--- src/rtl/bpm_pkg.sv ---
// Shared types and constants for the beat-to-tempo estimator.
package bpm_pkg;

  localparam int IVL_W  = 12;  // millisecond interval counter width
  localparam int BPM_W  = 9;   // tempo estimate width
  localparam int DIVD_W = 16;  // divider dividend width

  // One minute in milliseconds: BPM = 60000 / interval_ms.
  localparam logic [DIVD_W-1:0] BPM_DIVIDEND = 16'd60000;

  typedef enum logic [1:0] {
    ST_IDLE    = 2'd0,
    ST_DIVIDE  = 2'd1,
    ST_AVERAGE = 2'd2
  } bpm_state_t;

  // Exponential smoothing with weight 3/4 on the old estimate, floor division.
  // 3*240 + 240 = 960 fits comfortably in the 11-bit intermediate.
  function automatic logic [BPM_W-1:0] smooth_bpm(input logic [BPM_W-1:0] est,
                                                  input logic [BPM_W-1:0] q);
    logic [10:0] sum;
    sum = {2'b00, est} + {2'b00, est} + {2'b00, est} + {2'b00, q};
    return sum[10:2];
  endfunction

endpackage

--- src/rtl/bpm_divider.sv ---
// Iterative restoring unsigned divider, one quotient bit per clock.
// start loads the operands; the next 16 cycles each retire one bit.
// done is high during the final iteration cycle, so the quotient is
// valid from the following cycle onward and holds until the next start.
module bpm_divider
  import bpm_pkg::*;
(
  input  logic              clk,
  input  logic              reset,
  input  logic              start,
  input  logic [DIVD_W-1:0] dividend,
  input  logic [IVL_W-1:0]  divisor,
  output logic              busy,
  output logic              done,
  output logic [BPM_W-1:0]  quotient
);

  logic [4:0]        count;
  logic [DIVD_W-1:0] quo_sh;   // dividend shifts out the top, quotient bits shift in
  logic [IVL_W:0]    rem;
  logic [IVL_W-1:0]  dsor;
  logic [IVL_W:0]    trial;
  logic [IVL_W:0]    diff;
  logic              fits;

  // Trial subtraction for the current iteration.
  always_comb begin
    trial = {rem[IVL_W-1:0], quo_sh[DIVD_W-1]};
    diff  = trial - {1'b0, dsor};
    fits  = (trial >= {1'b0, dsor});
  end

  // Operand load and one restoring step per cycle while busy.
  always_ff @(posedge clk) begin
    if (reset) begin
      count  <= 5'd0;
      quo_sh <= 16'd0;
      rem    <= 13'd0;
      dsor   <= 12'd0;
    end else if (start) begin
      count  <= 5'd16;
      quo_sh <= dividend;
      rem    <= 13'd0;
      dsor   <= divisor;
    end else if (count != 5'd0) begin
      count  <= count - 5'd1;
      quo_sh <= {quo_sh[DIVD_W-2:0], fits};
      rem    <= fits ? diff : trial;
    end else begin
      count  <= count;
      quo_sh <= quo_sh;
      rem    <= rem;
      dsor   <= dsor;
    end
  end

  assign busy     = (count != 5'd0);
  assign done     = (count == 5'd1);
  assign quotient = quo_sh[BPM_W-1:0];

endmodule

--- src/rtl/bpm_estimator.sv ---
// Tempo estimator: measures the spacing of accepted onset strobes in
// milliseconds, converts it to BPM with an iterative divider and keeps a
// smoothed estimate. Also emits beat / downbeat strobes for the display.
module bpm_estimator
  import bpm_pkg::*;
#(
  parameter int CLK_HZ     = 50_000_000,
  parameter int MIN_IVL_MS = 250,
  parameter int MAX_IVL_MS = 1500,
  parameter int TIMEOUT_MS = 3000
) (
  input  logic             clk,
  input  logic             reset,
  input  logic             beat_in,
  output logic [1:0]       beat_pulse,
  output logic [BPM_W-1:0] bpm_estimate
);

  localparam int unsigned     TICK_DIV  = CLK_HZ / 1000;
  localparam logic [31:0]     TICK_LAST = 32'(TICK_DIV - 1);
  localparam logic [IVL_W-1:0] MIN_IVL  = IVL_W'(MIN_IVL_MS);
  localparam logic [IVL_W-1:0] MAX_IVL  = IVL_W'(MAX_IVL_MS);
  localparam logic [IVL_W-1:0] TMO_LAST = IVL_W'(TIMEOUT_MS - 1);
  localparam logic [IVL_W-1:0] IVL_SAT  = {IVL_W{1'b1}};

  bpm_state_t       state;
  bpm_state_t       next_state;
  logic [31:0]      presc;
  logic             tick;
  logic [IVL_W-1:0] ivl_ms;
  logic             have_prev;
  logic [1:0]       beat_idx;
  logic             accept;
  logic             in_range;
  logic             timeout;
  logic             div_start;
  logic             div_busy;
  logic             div_done;
  logic [BPM_W-1:0] quotient;

  // Millisecond prescaler.
  always_ff @(posedge clk) begin
    if (reset) begin
      presc <= 32'd0;
    end else if (tick) begin
      presc <= 32'd0;
    end else begin
      presc <= presc + 32'd1;
    end
  end

  assign tick = (presc == TICK_LAST);

  // Beat qualification and timeout detection.
  always_comb begin
    accept   = 1'b0;
    in_range = 1'b0;
    timeout  = 1'b0;
    if ((state == ST_IDLE) && beat_in) begin
      if (have_prev && (ivl_ms < MIN_IVL)) begin
        accept = 1'b0;
      end else begin
        accept = 1'b1;
      end
    end else begin
      accept = 1'b0;
    end
    in_range = accept && have_prev && (ivl_ms >= MIN_IVL) && (ivl_ms <= MAX_IVL);
    // Fires on the tick that brings ivl_ms up to the timeout value; a
    // coincident accepted beat restarts the interval instead.
    timeout  = tick && (ivl_ms == TMO_LAST) && !accept;
  end

  // Interval counter. A tick landing on the accepting edge is the first
  // millisecond of the new interval, so the count reads N exactly N ms
  // after the beat.
  always_ff @(posedge clk) begin
    if (reset) begin
      ivl_ms <= 12'd0;
    end else if (accept) begin
      ivl_ms <= tick ? 12'd1 : 12'd0;
    end else if (tick && (ivl_ms != IVL_SAT)) begin
      ivl_ms <= ivl_ms + 12'd1;
    end else begin
      ivl_ms <= ivl_ms;
    end
  end

  // Beat bookkeeping and registered beat / downbeat strobes.
  always_ff @(posedge clk) begin
    if (reset) begin
      have_prev  <= 1'b0;
      beat_idx   <= 2'd0;
      beat_pulse <= 2'b00;
    end else if (accept) begin
      have_prev  <= 1'b1;
      beat_idx   <= beat_idx + 2'd1;
      beat_pulse <= {(beat_idx == 2'd0), 1'b1};
    end else if (timeout) begin
      have_prev  <= 1'b0;
      beat_idx   <= 2'd0;
      beat_pulse <= 2'b00;
    end else begin
      have_prev  <= have_prev;
      beat_idx   <= beat_idx;
      beat_pulse <= 2'b00;
    end
  end

  // FSM state register.
  always_ff @(posedge clk) begin
    if (reset) begin
      state <= ST_IDLE;
    end else begin
      state <= next_state;
    end
  end

  // FSM next-state and divider launch.
  always_comb begin
    next_state = state;
    div_start  = 1'b0;
    case (state)
      ST_IDLE: begin
        if (in_range) begin
          next_state = ST_DIVIDE;
          div_start  = 1'b1;
        end else begin
          next_state = ST_IDLE;
        end
      end
      ST_DIVIDE: begin
        if (div_done) begin
          next_state = ST_AVERAGE;
        end else if (div_busy) begin
          next_state = ST_DIVIDE;
        end else begin
          next_state = ST_IDLE;
        end
      end
      ST_AVERAGE: begin
        next_state = ST_IDLE;
      end
      default: begin
        next_state = ST_IDLE;
      end
    endcase
  end

  // Smoothed estimate: first valid quotient loads directly, later ones blend in.
  always_ff @(posedge clk) begin
    if (reset) begin
      bpm_estimate <= 9'd0;
    end else if (state == ST_AVERAGE) begin
      if (bpm_estimate == 9'd0) begin
        bpm_estimate <= quotient;
      end else begin
        bpm_estimate <= smooth_bpm(bpm_estimate, quotient);
      end
    end else if (timeout) begin
      bpm_estimate <= 9'd0;
    end else begin
      bpm_estimate <= bpm_estimate;
    end
  end

  bpm_divider u_div (
    .clk      (clk),
    .reset    (reset),
    .start    (div_start),
    .dividend (BPM_DIVIDEND),
    .divisor  (ivl_ms),
    .busy     (div_busy),
    .done     (div_done),
    .quotient (quotient)
  );

endmodule

--- config.mk ---
export PLATFORM = sky130hd
export DESIGN_NAME = bpm_estimator
export DESIGN_NICKNAME = d
export VERILOG_FILES = /design/src/rtl/bpm_pkg.sv /design/src/rtl/bpm_divider.sv /design/src/rtl/bpm_estimator.sv
export SDC_FILE = /design/constraint.sdc
export NUM_CORES = 1
export LEC_CHECK = 0
export ABC_AREA = 1
export CAP_MARGIN = 5
export CELL_PAD_IN_SITES_DETAIL_PLACEMENT = 1
export CELL_PAD_IN_SITES_GLOBAL_PLACEMENT = 2
export CORE_ASPECT_RATIO = 1.1
export CORE_MARGIN = 5
export CORE_UTILIZATION = 25
export CTS_BUF_LIST = sky130_fd_sc_hd__clkbuf_4 sky130_fd_sc_hd__clkbuf_8
export CTS_CLUSTER_DIAMETER = 100
export DETAILED_ROUTE_END_ITERATION = 8
export GPL_TIMING_DRIVEN = 0
export PLACE_DENSITY_LB_ADDON = 0.1
export SYNTH_ARGS = -nofsm -noshare
export SYNTH_HDL_FRONTEND = slang
export SYNTH_SLANG_ARGS = --single-unit
--- constraint.sdc ---
create_clock -name clk -period 3.3 [get_ports clk]
set_input_delay 0.99 -clock clk [delete_from_list [all_inputs] [get_ports clk]]
set_output_delay 0.99 -clock clk [all_outputs]
set_load 0.005 [all_outputs]
== Yosys cells after proc, flatten, opt, wreduce, memory -nomap -nowiden ==
Index checks and enable logic that the tools add are counted.

* Bitwise operators: 1
* Magnitude comparators: 4
* Equal/unequal tests: 6
* Add/sub/neg operators: 8
* Reduce and logical (&&, ||, !) cells: 20
* Mux-type cells: 24

{| class="wikitable"
|+ Operator list
! kind !! count
|-
| two-way mux 12 bit || 3
|-
| adder 32 x 1 -> 32 bit (second input constant) || 1
|-
| equality test 32 x 16 -> 1 bit (second input constant) || 1
|-
| two-way mux 16 bit || 2
|-
| two-way mux 9 bit || 3
|-
| greater-or-equal comparator 13 x 12 -> 1 bit || 1
|-
| adder 12 x 1 -> 12 bit (second input constant) || 1
|-
| equality test 12 bit (second input constant) || 1
|-
| greater-or-equal comparator 12 x 8 -> 1 bit (second input constant) || 1
|-
| less-or-equal comparator 12 x 11 -> 1 bit (second input constant) || 1
|-
| < comparator 12 x 8 -> 1 bit (second input constant) || 1
|-
| inequality test 12 bit (second input constant) || 1
|-
| subtractor 12 bit || 1
|-
| adder 10 x 9 -> 11 bit || 1
|-
| adder 11 x 9 -> 11 bit || 1
|-
| adder 9 x 9 -> 10 bit || 1
|-
| two-way mux 1 bit || 10
|-
| two-way mux 5 bit || 2
|-
| zero test 9 bit || 1
|-
| logical AND 1 bit || 8
|-
| nonzero test 2 bit || 4
|-
| two-way mux 2 bit || 3
|-
| OR reduction 2 bit || 3
|-
| equality test 5 x 1 -> 1 bit (second input constant) || 1
|-
| 9 further kinds || 10
|}

* Bits in registers: 105
* Word-level logic and storage cells: 77
* Output and inout port bits: 11
* Input port bits: 3

== Longest topological paths before layout ==
Gate-level depths: netlist of the first run.

* Depth after elaboration: 10
* Gate-level depth with buffers: 14
* Depth with buffers taken out: 14

== Cells and area by module ==
From an unflattened synthesis of the first run, not the netlist that was laid out.

* Cell total of the unflattened synthesis: 1016
* Area, all modules: 6884.1 µm²

{| class="wikitable"
|+ Modules (own cells, without submodules)
! module !! cells each !! area each (µm²) !! seq. area each (µm²) !! times used
|-
| bpm_estimator || 611 || 4112.7 || 1201.2 || 1
|-
| bpm_divider || 405 || 2771.4 || 900.9 || 1
|}

== Worst setup path before layout of the first run ==
OpenSTA, ideal clock, no wires.

* Path type: register to register
* Start point: register bpm_estimate[0]
* End point: register bpm_estimate[5]
* Required time: 3.168 ns
* Library setup time: 0.132 ns
* Clock period less this slack: 2.119 ns
* Stages on the path, launching flop included: 13
* Path buffers: 0
* Setup slack: 1.181 ns
* Arrival time: 1.987 ns
* Cell sequence: dfxtp_1 > inv_1 > fa_1 > nor2_1 > fa_1 > nand3_1 > nand2_1 > nand3_1 > nand2_1 > nand2_1 > nand3_1 > nand2_1 > a21oi_1

* Cells in the longest elaborated chain, start to end: 5
* Elaborated cells on any way between the ends: 6
* Classes of those cells: 3 x add/sub; 2 x mux; 1 x reduce/logical

{| class="wikitable"
|+ Ends and longest elaborated chain
! item !! RTL line !! RTL
|-
| start, declared || bpm_estimator.sv:16 || <nowiki>output logic [BPM_W-1:0] bpm_estimate</nowiki>
|-
| start signal, assigned || bpm_estimator.sv:156 || <nowiki>bpm_estimate <= quotient;</nowiki>
|-
| start signal, assigned || bpm_estimator.sv:158 || <nowiki>bpm_estimate <= smooth_bpm(bpm_estimate, quotient);</nowiki>
|-
| start signal, assigned || bpm_estimator.sv:163 || <nowiki>bpm_estimate <= bpm_estimate;</nowiki>
|-
| adder 9 x 9 -> 10 bit || bpm_pkg.sv:22 || <nowiki>sum = {2'b00, est} + {2'b00, est} + {2'b00, est} + {2'b00, q};</nowiki>
|-
| adder 10 x 9 -> 11 bit || bpm_pkg.sv:22 ||
|-
| adder 11 x 9 -> 11 bit || bpm_pkg.sv:22 ||
|-
| two-way mux 9 bit (*) || bpm_estimator.sv:155 || <nowiki>if (bpm_estimate == 9'd0) begin</nowiki>
|-
| two-way mux 9 bit (*) || bpm_estimator.sv:154 || <nowiki>end else if (state == ST_AVERAGE) begin</nowiki>
|}

Mark *: on every way between the ends. The rest lies on a longest branch, timed or not.
A chain may end at the register's enable or synchronous reset.

== Worst setup path in the final report of the first run ==
* Start point: register bpm_estimate[3]
* End point: output bpm_estimate[3]

No word-level cell between the ends.

==> qor.csv, run 1 <==
metric,value,unit
intPower,2.36,mW
drt_first_iter_violations,221,
tns,0,ns
finalCritPeriodShare,75.4,%
fin_crit,2.49,ns
worstSetupEndpointType,output pin,
final_setup_violation_count,0,
finClkSkew,0.0191,ns
hp-start,state[1]$_SDFF_PP0_,
flow.area_growth_from_synthesis,11.5,%
wl_per_cell,15.6,µm
cts.hold.buffers_added,0,
setup_ws,0.812,ns
timing.critical_path.required,2.31,ns
post_synthesis_cell_area,6810,µm²
combinationalPowerShare,43.8,%
setup.worst_path.start_class,flop,
maximum_cell_stage_delay_along_the_critical_path,0.57,ns
synth_ff_type,sky130_fd_sc_hd__dfxtp_1,
share_seq_of_total_power,34.8,%
grt_antenna_before_repair,0,
synth_top_cell_area_share,30.9,%
initial_utilization,25.3,%
drc_markers,0,
timing.final.hold_violations,0,
nNetsFinal,1090,
yosys_warnings,0,
detail_route.first_pass.iterations,4,
antenna_left,0,
postSynthNetCount,1067,
cts_tree,yes,
global_route_wire_length_before_repair,36.1,mm
cpMaxStageDelayCell,sky130_fd_sc_hd__clkdlybuf4s50_1,
total_cell_area_at_the_placement_stage,7380,µm²
number_of_standard_cells_after_synthesis,1023,
core,27000,µm²
via_count_of_the_first_global_routing_pass,6610,
clock-sinks,105,
synth_enable_flop_cells,0,
synth.area.top_cells,"sky130_fd_sc_hd__dfxtp_1 31%, sky130_fd_sc_hd__nand2_1 13%, sky130_fd_sc_hd__inv_1 8.8%",
run_status,"complete, no violations",
dp_hpwl,17.5,mm
timing.max_slew.rel_slack,55.3,%
clock_latency,0.40,ns
critical_path_launch_point,bpm_estimate[3]$_SDFFE_PP0P_,
max-vdd-ir-drop,0.212,mV
achievable-frequency,0.402,GHz
cts_post_setup_buffers_inserted,0,
worstPathMaxFanout,5,
p_switching,1.91,mW
chipWidth,167,µm
yosys.cell_types.count,39,
clkSlewWorstSetupHoldPaths,0.13,ns
chipHeight,183,µm
ys_seq_elements,105,
maxSlewViolCount,0,
ctsRootBufferMaster,sky130_fd_sc_hd__clkbuf_8,
globalRouteTotalUtil,14.7,%
p_sw_share,44.7,%
std_cell_rows,63,
synth_seq_area_share,30.9,%
p_per_area,562,nW/µm²
ctsHtreeMaxLevel,3,
yosys.cell_count.top_type,sky130_fd_sc_hd__nand2_1,
final_cell_area,7600,µm²
cts.repair.resized,0,
reg2reg_from,bpm_estimate[1]$_SDFFE_PP0P_,
drt-vias-per-instance,4.40,
fillerInstances,3448,
arrival,1.50,ns
maxCapViolCount,0,
critical_path_class,flop to output pin,
max-clock-path-buffers,2,
total_leakage_power,3.27,nW
cts_made_buffers,9,
hold_path_class,flop to flop,
num_antenna_cells,0,
largest_net_degree_at_the_start_of_global_routing,20,
unrepaired_setup_endpoints_after_global_routing,no,
synthDominantAreaCellType,sky130_fd_sc_hd__dfxtp_1,
preCtsSetupSlack,0.541,ns
max_slew.worst_pin.slew,0.671,ns
clkPwrFrac,21.3,%
via_count,6191,
grt.overflow.total,0,
avgSynthCellArea,6.66,µm²
worst-path-buf-inv,1,
async_flop_share,0,%
cp_top_family,buffers and inverters,
cp_cell_sequence,clkdlybuf4s50_1,
synth.cells.most_frequent,"236 x sky130_fd_sc_hd__nand2_1, 160 x sky130_fd_sc_hd__inv_1, 131 x sky130_fd_sc_hd__nor2_1",
ios,14,
routabilityCongestion,0.762,
place.port_buffers,12,
post_route_cells_drive_above_1_share,6.85,%
wirelength,22.0,mm
floorplan.die_area,30700,µm²
layout make-up:
cell class	count	area (µm²)	share of cell area [%]
Buffer	23	143	1.88
Clock buffer	9	124	1.63
Clock inverter	7	93.8	1.24
Inverter	166	623	8.20
Multi-Input combinational cell	729	3950	51.9
Sequential cell	105	2100	27.7
Tap cell	357	447	5.88
Timing Repair Buffer	12	120	1.58
final timing paths:
kind | to | slack (ns) | cells past startpoint
hold reg to reg | state[1]$_SDFF_PP0_ | 0.44 | 1
hold / removal | state[1]$_SDFF_PP0_ | 0.44 | 1
setup reg to reg | bpm_estimate[5]$_SDFFE_PP0P_ | 0.83 | 12
setup / recovery | bpm_estimate[3] | 0.81 | 1
cell usage in the layout, fill, tap and decap left out, types with 4 or more instances in the layout:
| master | Yosys | routed |
|---|---|---|
| sky130_fd_sc_hd__nor3_1 | 25 | 25 |
| sky130_fd_sc_hd__nor2_4 | 6 | 6 |
| sky130_fd_sc_hd__ha_1 | 31 | 31 |
| sky130_fd_sc_hd__nand4_1 | 29 | 29 |
| sky130_fd_sc_hd__buf_2 | 6 | 6 |
| sky130_fd_sc_hd__clkdlybuf4s50_1 | 0 | 12 |
| sky130_fd_sc_hd__dfxtp_1 | 105 | 105 |
| sky130_fd_sc_hd__a21oi_1 | 68 | 68 |
| sky130_fd_sc_hd__nand2_2 | 7 | 7 |
| sky130_fd_sc_hd__nand2_4 | 6 | 6 |
| sky130_fd_sc_hd__clkbuf_1 | 10 | 10 |
| sky130_fd_sc_hd__inv_2 | 5 | 5 |
| sky130_fd_sc_hd__clkbuf_8 | 0 | 9 |
| sky130_fd_sc_hd__o21ai_0 | 33 | 33 |
| sky130_fd_sc_hd__nand2_1 | 236 | 236 |
| sky130_fd_sc_hd__buf_6 | 6 | 6 |
| sky130_fd_sc_hd__a31oi_1 | 4 | 4 |
| sky130_fd_sc_hd__nor2_2 | 6 | 6 |
| sky130_fd_sc_hd__nand3_1 | 75 | 75 |
| sky130_fd_sc_hd__nor2_1 | 131 | 131 |
| sky130_fd_sc_hd__xor2_1 | 26 | 26 |
| sky130_fd_sc_hd__inv_1 | 160 | 160 |
| sky130_fd_sc_hd__fa_1 | 10 | 10 |
| sky130_fd_sc_hd__xnor2_1 | 9 | 9 |
flip-flops by register name, indices dropped and copies added, names as in the netlist, 2 cells and up:
register and cells:
beat_pulse 2, state 2, u_div.dsor 12, presc 32
beat_idx 2, u_div.count 5, u_div.rem 12, bpm_estimate 9
ivl_ms 12, u_div.quo_sh 16
metal layers:
layer | global-route usage, % | vias up | wire [µm]
li1 | - | 3277 | -
met3 | 1.55 | 11 | 249
met1 | 19.8 | 2879 | 11000
met2 | 25.7 | 24 | 10600
met5 | 0 | - | 0
met4 | 3.02 | 0 | 204
kinds of logic after synthesis:
group           count (synthesis)  share of synthesized area [%]
compound gates                117                           9.20
simple gates                  536                           35.6
xor+xnor                       35                           4.50
fa+ha+maj                      41                           8.63
flops                         105                           30.9
buf+inv                       189                           11.2
power groups by stage:
stage / Clock, mW / Sequential, mW / Combinational [mW]
floorplan: 0 / 1.48 / 1.37
global placement: 0 / 1.52 / 1.91
detailed placement: 0 / 1.52 / 1.92
CTS: 0.974 / 1.49 / 1.93
global route: 1.02 / 1.50 / 2.17
finish: 0.911 / 1.49 / 1.87
per-stage QoR:
step	total power, mW	util [%]	cells	hold WS (ns)
detailed placement	3.43	27.4	1392	0.415
CTS	4.39	28.2	1408	0.438
floorplan	2.85	-	1023	0.398
global placement	3.42	27.4	1392	0.410
finish	4.27	28.2	1408	0.440
global route	4.69	28.2	1408	0.463
(Power assumes the default switching activity.)
==> inputs of run 2 (changes only) <==
Clock period 3.3 ns to 2.25 ns, I/O delays scaled along.
==> run 2 against run 1 <==
  * Routed wire length up 1.4%
  * Final area up 4.9%
  * Final cell count up 0.85%
  * Power up 55%
  * Die area unchanged
  * Setup slack worse by 0.74 ns
  * First-iteration DRC count up 11%
  * Non-clock buffer count up 12
  * Worst hold slack better by 0.00063 ns
  * Global-route usage up 0.054 points
  * Largest cell class unchanged
  * Highest routed layer unchanged
==> qor.csv, run 2 (synthesis results as in run 1) <==
metric,value,unit,change
run_status,"complete, no violations",,unchanged
core,27000,µm²,unchanged
via_count_of_the_first_global_routing_pass,6638,,was 6610
initial_utilization,25.3,%,unchanged
post_route_cells_drive_above_1_share,13.5,%,was 6.85%
maxSlewViolCount,0,,unchanged
final_setup_violation_count,0,,unchanged
total_leakage_power,3.36,nW,was 3.27 nW
timing.final.hold_violations,0,,unchanged
place.port_buffers,12,,unchanged
globalRouteTotalUtil,14.8,%,was 14.7%
num_antenna_cells,0,,unchanged
cts.hold.buffers_added,0,,unchanged
clkSlewWorstSetupHoldPaths,0.12,ns,was 0.13 ns
drc_markers,0,,unchanged
global_route_wire_length_before_repair,36.2,mm,was 36.1 mm
max_slew.worst_pin.slew,0.695,ns,was 0.671 ns
drt-vias-per-instance,4.42,,was 4.40
total_cell_area_at_the_placement_stage,7380,µm²,unchanged
routabilityCongestion,0.762,,unchanged
critical_path_s_most_frequent_cell,sky130_fd_sc_hd__buf_4,,
arrival,1.50,ns,about the same
cts_made_buffers,9,,unchanged
timing.max_slew.rel_slack,53.7,%,was 55.3%
floorplan.die_area,30700,µm²,unchanged
ctsRootBufferMaster,sky130_fd_sc_hd__clkbuf_8,,unchanged
detail_route.first_pass.iterations,4,,unchanged
combined_area_of_the_multi_input_logic_cells,4170,µm²,was 3950 µm²
critical_path_class,flop to output pin,,unchanged
ctsHtreeMaxLevel,3,,unchanged
grt_antenna_before_repair,0,,unchanged
achievable-frequency,0.459,GHz,
postLayoutCoreUtil,29.6,%,was 28.2%
max-vdd-ir-drop,0.410,mV,was 0.212 mV
clock-sinks,105,,unchanged
most_common_cell_after_layout_fill_and_taps_aside,sky130_fd_sc_hd__nand2_1,,unchanged
worstPathMaxFanout,4,,was 5
timing.critical_path.required,1.57,ns,was 2.31 ns
largest_registers,"presc x32, u_div.quo_sh x16",,unchanged
final_cell_area,7970,µm²,was 7600 µm²
clock_latency,0.40,ns,about the same
finalCritPeriodShare,96.8,%,
worstSetupEndpointType,output pin,,unchanged
flip_flop_count_of_the_largest_register_after_layout,32,,unchanged
seq_area,2140,µm²,was 2100 µm²
regMostFlops,presc,,unchanged
flow.area_growth_from_synthesis,16.9,%,was 11.5%
finClkSkew,0.0153,ns,was 0.0191 ns
grt.overflow.total,0,,unchanged
wl_per_cell,15.7,µm,was 15.6 µm
cts_tree,yes,,unchanged
worst_hold_path_cells,1,,unchanged
std_cell_rows,63,,unchanged
preCtsSetupSlack,-0.213,ns,was 0.541 ns
r2r.worst_path.cells,12,,unchanged
setup.worst_path.start_class,flop,,unchanged
unrepaired_setup_endpoints_after_global_routing,yes,,was no
wirelength,22.3,mm,was 22.0 mm
chipWidth,167,µm,unchanged
maximum_cell_stage_delay_along_the_critical_path,0.49,ns,was 0.57 ns
reg2reg_from,bpm_estimate[0]$_SDFFE_PP0P_,,was bpm_estimate[1]$_SDFFE_PP0P_
hold_path_class,flop to flop,,unchanged
layout_common_cells,"230 x sky130_fd_sc_hd__nand2_1, 155 x sky130_fd_sc_hd__inv_1, 123 x sky130_fd_sc_hd__nor2_1",,"was 236 x sky130_fd_sc_hd__nand2_1, 160 x sky130_fd_sc_hd__inv_1, 131 x sky130_fd_sc_hd__nor2_1"
max-clock-path-buffers,2,,unchanged
via_count,6281,,was 6191
r2r_path_end,bpm_estimate[5]$_SDFFE_PP0P_,,unchanged
cpMaxStageDelayCell,sky130_fd_sc_hd__clkdlybuf4s50_1,,unchanged
timing.reg2reg.setup_slack,0.09,ns,was 0.83 ns
fin_crit,2.18,ns,
antenna_left,0,,unchanged
p_per_area,832,nW/µm²,was 562 nW/µm²
whs_endpoint,state[1]$_SDFF_PP0_,,unchanged
setup_ws,0.0714,ns,was 0.812 ns
cp_cell_sequence,buf_4 -> buf_4 -> clkdlybuf4s50_1,,was clkdlybuf4s50_1
ios,14,,unchanged
maxCapViolCount,0,,unchanged
hp-start,state[1]$_SDFF_PP0_,,unchanged
largest_net_degree_at_the_start_of_global_routing,20,,unchanged
fillerInstances,3428,,was 3448
chipHeight,183,µm,unchanged
nNetsFinal,1102,,was 1090
dp_hpwl,17.5,mm,unchanged
drt_first_iter_violations,245,,was 221
run 2: cell types whose count changed in the layout (fill, tap and decap cells not counted), sizes merged:
cell,before,now
buf,13,26
clkinvlp,0,1
inv,165,164
clkbuf,19,18
run 2: area by class of cell:
class                      count  area share (%)
buffer                        22            1.76
clock buffer                   9            1.55
multi-input combinational    729            52.4
sequential                   105            26.9
timing repair buffer          25            2.73
inverter                     166            7.90
clock inverter                 7            1.18
tap                          357            5.61
run 2: how the worst max path moves through the flow:
stage,start,to,cells after the start
6_report,bpm_estimate[2]$_SDFFE_PP0P_,bpm_estimate[2],3
5_1_grt,bpm_estimate[0]$_SDFFE_PP0P_,bpm_estimate[5]$_SDFFE_PP0P_,12
4_1_cts,bpm_estimate[0]$_SDFFE_PP0P_,bpm_estimate[5]$_SDFFE_PP0P_,12
3_5_place_dp,bpm_estimate[1]$_SDFFE_PP0P_,bpm_estimate[5]$_SDFFE_PP0P_,12
3_3_place_gp,bpm_estimate[1]$_SDFFE_PP0P_,bpm_estimate[5]$_SDFFE_PP0P_,12
2_1_floorplan,bpm_estimate[0]$_SDFFE_PP0P_,bpm_estimate[5]$_SDFFE_PP0P_,12
run 2: worst max-delay path: cells and delay by family (launching register included):
family	cells	cell delay, ns
buffers and inverters	3	0.71
flip-flops	1	0.40
run 2: where the power goes:
group / internal (mW) / total (mW) / leakage, nW / switching [mW]
Sequential: 2.03 / 2.20 / 0.862 / 0.166
Clock: 0.539 / 1.35 / 0.109 / 0.808
Combinational: 1.11 / 3.08 / 2.39 / 1.97
run 2: metrics by stage:
stage	power [mW]	TNS (ns)	hold slack (ns)	instances
global route	7.24	-0.0820	0.463	1420
CTS	6.46	-0.00330	0.438	1410
finish	6.63	0	0.441	1420
global placement	5.02	-4.87	0.410	1392
detailed placement	5.04	-5.03	0.415	1392
floorplan	4.18	0	0.398	1023
run 2: per-layer routing:
metal	vias to the layer above	GRT usage, %	part of all wire (%)
li1	3301	-	-
met1	2951	19.9	50
met2	18	25.8	48
met3	11	1.55	0.90
met4	0	3.02	0.91
met5	-	0	0
run 2: what timing repair did:
| item | in CTS | in global routing |
|---|---|---|
| buffers inserted | 2 | 11 |
| pin swaps | 0 | 18 |
| hold endpoints to repair | 0 | 0 |
| resized for setup | 20 | 62 |
| endpoints found under the setup margin | 15 | 19 |
==> inputs of run 3 (changes only) <==
Settings changed: CORE_MARGIN 5 to 1, HOLD_SLACK_MARGIN from default to 0.06.
==> run 3 against run 2 <==
  * Routed wire length shrank 2.3%
  * Via count grew 1.1%
  * Critical path type is now flop to flop
  * Combinational power shrank 6%
  * Register-to-register slack gained 0.03 ns
  * Sequential power is essentially flat
  * Final cell count shrank 0.56%
  * Highest routed layer is now met5
==> qor.csv, run 3 (synthesis results as in run 1) <==
metric,value,unit,change
ios,14,,unchanged
achievable-frequency,0.470,GHz,was 0.459 GHz
cts_tree,yes,,unchanged
worst_hold_slack,0.427,ns,was 0.441 ns
globalRouteTotalUtil,16.4,%,was 14.8%
clock-sinks,105,,unchanged
max-clock-path-buffers,2,,unchanged
floorplan.die_area,27900,µm²,was 30700 µm²
drt_first_iter_violations,185,,was 245
wl_per_cell,15.5,µm,was 15.7 µm
maxCapViolCount,0,,unchanged
drc_markers,0,,unchanged
initial_utilization,25.3,%,about the same
tns,0,ns,unchanged
flip_flop_count_of_the_largest_register_after_layout,32,,unchanged
chipHeight,175,µm,was 183 µm
detail_route.first_pass.iterations,4,,unchanged
via_count,6351,,was 6281
layout_common_cells,"231 x sky130_fd_sc_hd__nand2_1, 157 x sky130_fd_sc_hd__inv_1, 130 x sky130_fd_sc_hd__nor2_1",,"was 230 x sky130_fd_sc_hd__nand2_1, 155 x sky130_fd_sc_hd__inv_1, 123 x sky130_fd_sc_hd__nor2_1"
chipWidth,159,µm,was 167 µm
totalPowerFinal,6.53,mW,was 6.63 mW
clock_latency,0.41,ns,was 0.40 ns
max-vdd-ir-drop,0.275,mV,was 0.410 mV
wirelength,21.8,mm,was 22.3 mm
total_leakage_power,3.32,nW,was 3.36 nW
routabilityCongestion,0.770,,was 0.762
most_common_cell_after_layout_fill_and_taps_aside,sky130_fd_sc_hd__nand2_1,,unchanged
drt-vias-per-instance,4.50,,was 4.42
worstSetupEndpointType,flop,,was output pin
arrival,2.45,ns,was 1.50 ns
std_cell_rows,63,,unchanged
worstPathMaxFanout,5,,was 4
ctsHtreeMaxLevel,3,,unchanged
via_count_of_the_first_global_routing_pass,6536,,was 6638
timing.final.hold_violations,0,,unchanged
critical_path_class,flop to flop,,was flop to output pin
antenna_left,0,,unchanged
timing.max_slew.rel_slack,53.5,%,was 53.7%
fillerInstances,3405,,was 3428
seq_area,2140,µm²,about the same
cts_made_buffers,9,,unchanged
largest_net_degree_at_the_start_of_global_routing,20,,unchanged
flow.area_growth_from_synthesis,15.3,%,was 16.9%
maxSlewViolCount,0,,unchanged
timing.critical_path.required,2.58,ns,was 1.57 ns
clkSlewWorstSetupHoldPaths,0.12,ns,about the same
global_route_wire_length_before_repair,35.9,mm,was 36.2 mm
place.port_buffers,12,,unchanged
cts.hold.buffers_added,0,,unchanged
grt.overflow.total,0,,unchanged
combined_area_of_the_multi_input_logic_cells,4100,µm²,was 4170 µm²
grt_antenna_before_repair,1,,was 0
ctsRootBufferMaster,sky130_fd_sc_hd__clkbuf_8,,unchanged
finalCritPeriodShare,94.5,%,was 96.8%
hold_path_class,flop to flop,,unchanged
nNetsFinal,1094,,was 1102
post_route_cells_drive_above_1_share,11.4,%,was 13.5%
dp_hpwl,17.2,mm,was 17.5 mm
max_slew.worst_pin.slew,0.697,ns,was 0.695 ns
final_setup_violation_count,0,,unchanged
final_cell_area,7850,µm²,was 7970 µm²
fin_crit,2.13,ns,was 2.18 ns
core,26900,µm²,was 27000 µm²
largest_registers,"presc x32, u_div.quo_sh x16",,unchanged
r2r.worst_path.cells,10,,was 12
num_antenna_cells,0,,unchanged
finClkSkew,0.0181,ns,was 0.0153 ns
total_cell_area_at_the_placement_stage,7380,µm²,unchanged
p_per_area,831,nW/µm²,was 832 nW/µm²
setup.worst_path.start_class,flop,,unchanged
postLayoutCoreUtil,29.2,%,was 29.6%
run_status,"complete, no violations",,unchanged
regMostFlops,presc,,unchanged
worst_hold_path_cells,1,,unchanged
run 3: cell types whose count changed in the layout (fill, tap and decap cells not counted), moves of 3 or more:
cell and change:
sky130_fd_sc_hd__nor2_1 +7, sky130_fd_sc_hd__ha_1 +5, sky130_fd_sc_hd__buf_4 -10, sky130_fd_sc_hd__ha_4 -3, sky130_fd_sc_hd__nor2_2 -6
run 3: path summary, 6_finish.rpt:
kind	startpoint	endpoint	slack, ns
min reg2reg	state[1]$_SDFF_PP0_	state[1]$_SDFF_PP0_	0.43
max	bpm_estimate[4]$_SDFFE_PP0P_	bpm_estimate[8]$_SDFFE_PP0P_	0.12
max reg2reg	bpm_estimate[4]$_SDFFE_PP0P_	bpm_estimate[8]$_SDFFE_PP0P_	0.12
min	state[1]$_SDFF_PP0_	state[1]$_SDFF_PP0_	0.43
run 3: per-stage QoR:
step / worst slack [ns] / std cells
2_1_floorplan: 0.131 / 1023
3_3_place_gp: -0.204 / 1392
3_5_place_dp: -0.244 / 1392
4_1_cts: -0.0146 / 1409
5_1_grt: -0.0189 / 1412
6_report: 0.124 / 1412
run 3: per-layer routing:
layer	global-route usage (%)	part of all wire (%)	up-vias
met2	28.1	48	27
met4	3.97	0.99	2
met3	1.73	1.3	16
met1	21.8	50	3018
met5	0	0.060	-
li1	-	-	3288
run 3: power breakdown:
| part | internal (mW) | total [mW] | switching, mW |
|---|---|---|---|
| Sequential | 2.03 | 2.18 | 0.151 |
| Clock | 0.651 | 1.47 | 0.820 |
| Combinational | 0.978 | 2.88 | 1.90 |
| Total | 3.66 | 6.53 | 2.87 |
run 3: critical path: stages (launching register included):
cell and delay [ns]:
sky130_fd_sc_hd__dfxtp_4 0.40, sky130_fd_sc_hd__fa_1 0.53, sky130_fd_sc_hd__ha_4 0.33, sky130_fd_sc_hd__nand2_1 0.07, sky130_fd_sc_hd__inv_1 0.07, sky130_fd_sc_hd__nand4_1 0.16, sky130_fd_sc_hd__nand3_2 0.12, sky130_fd_sc_hd__nand2_1 0.07
sky130_fd_sc_hd__nand2_1 0.07, sky130_fd_sc_hd__nand3_1 0.07, sky130_fd_sc_hd__a21oi_1 0.16
run 3: cell type report:
type / count / share of cell area, %
clock buffer: 9 / 1.58
tap: 357 / 5.69
multi-input combinational: 729 / 52.2
buffer: 23 / 1.88
inverter: 166 / 7.93
sequential: 105 / 27.3
timing repair buffer: 16 / 1.91
clock inverter: 7 / 1.50
run 3: what timing repair did:
item / in CTS / in global routing
resized for setup: 23 / 44
pin swaps: 4 / 10
endpoints found under the setup margin: 15 / 18
setup buffers: 1 / 3
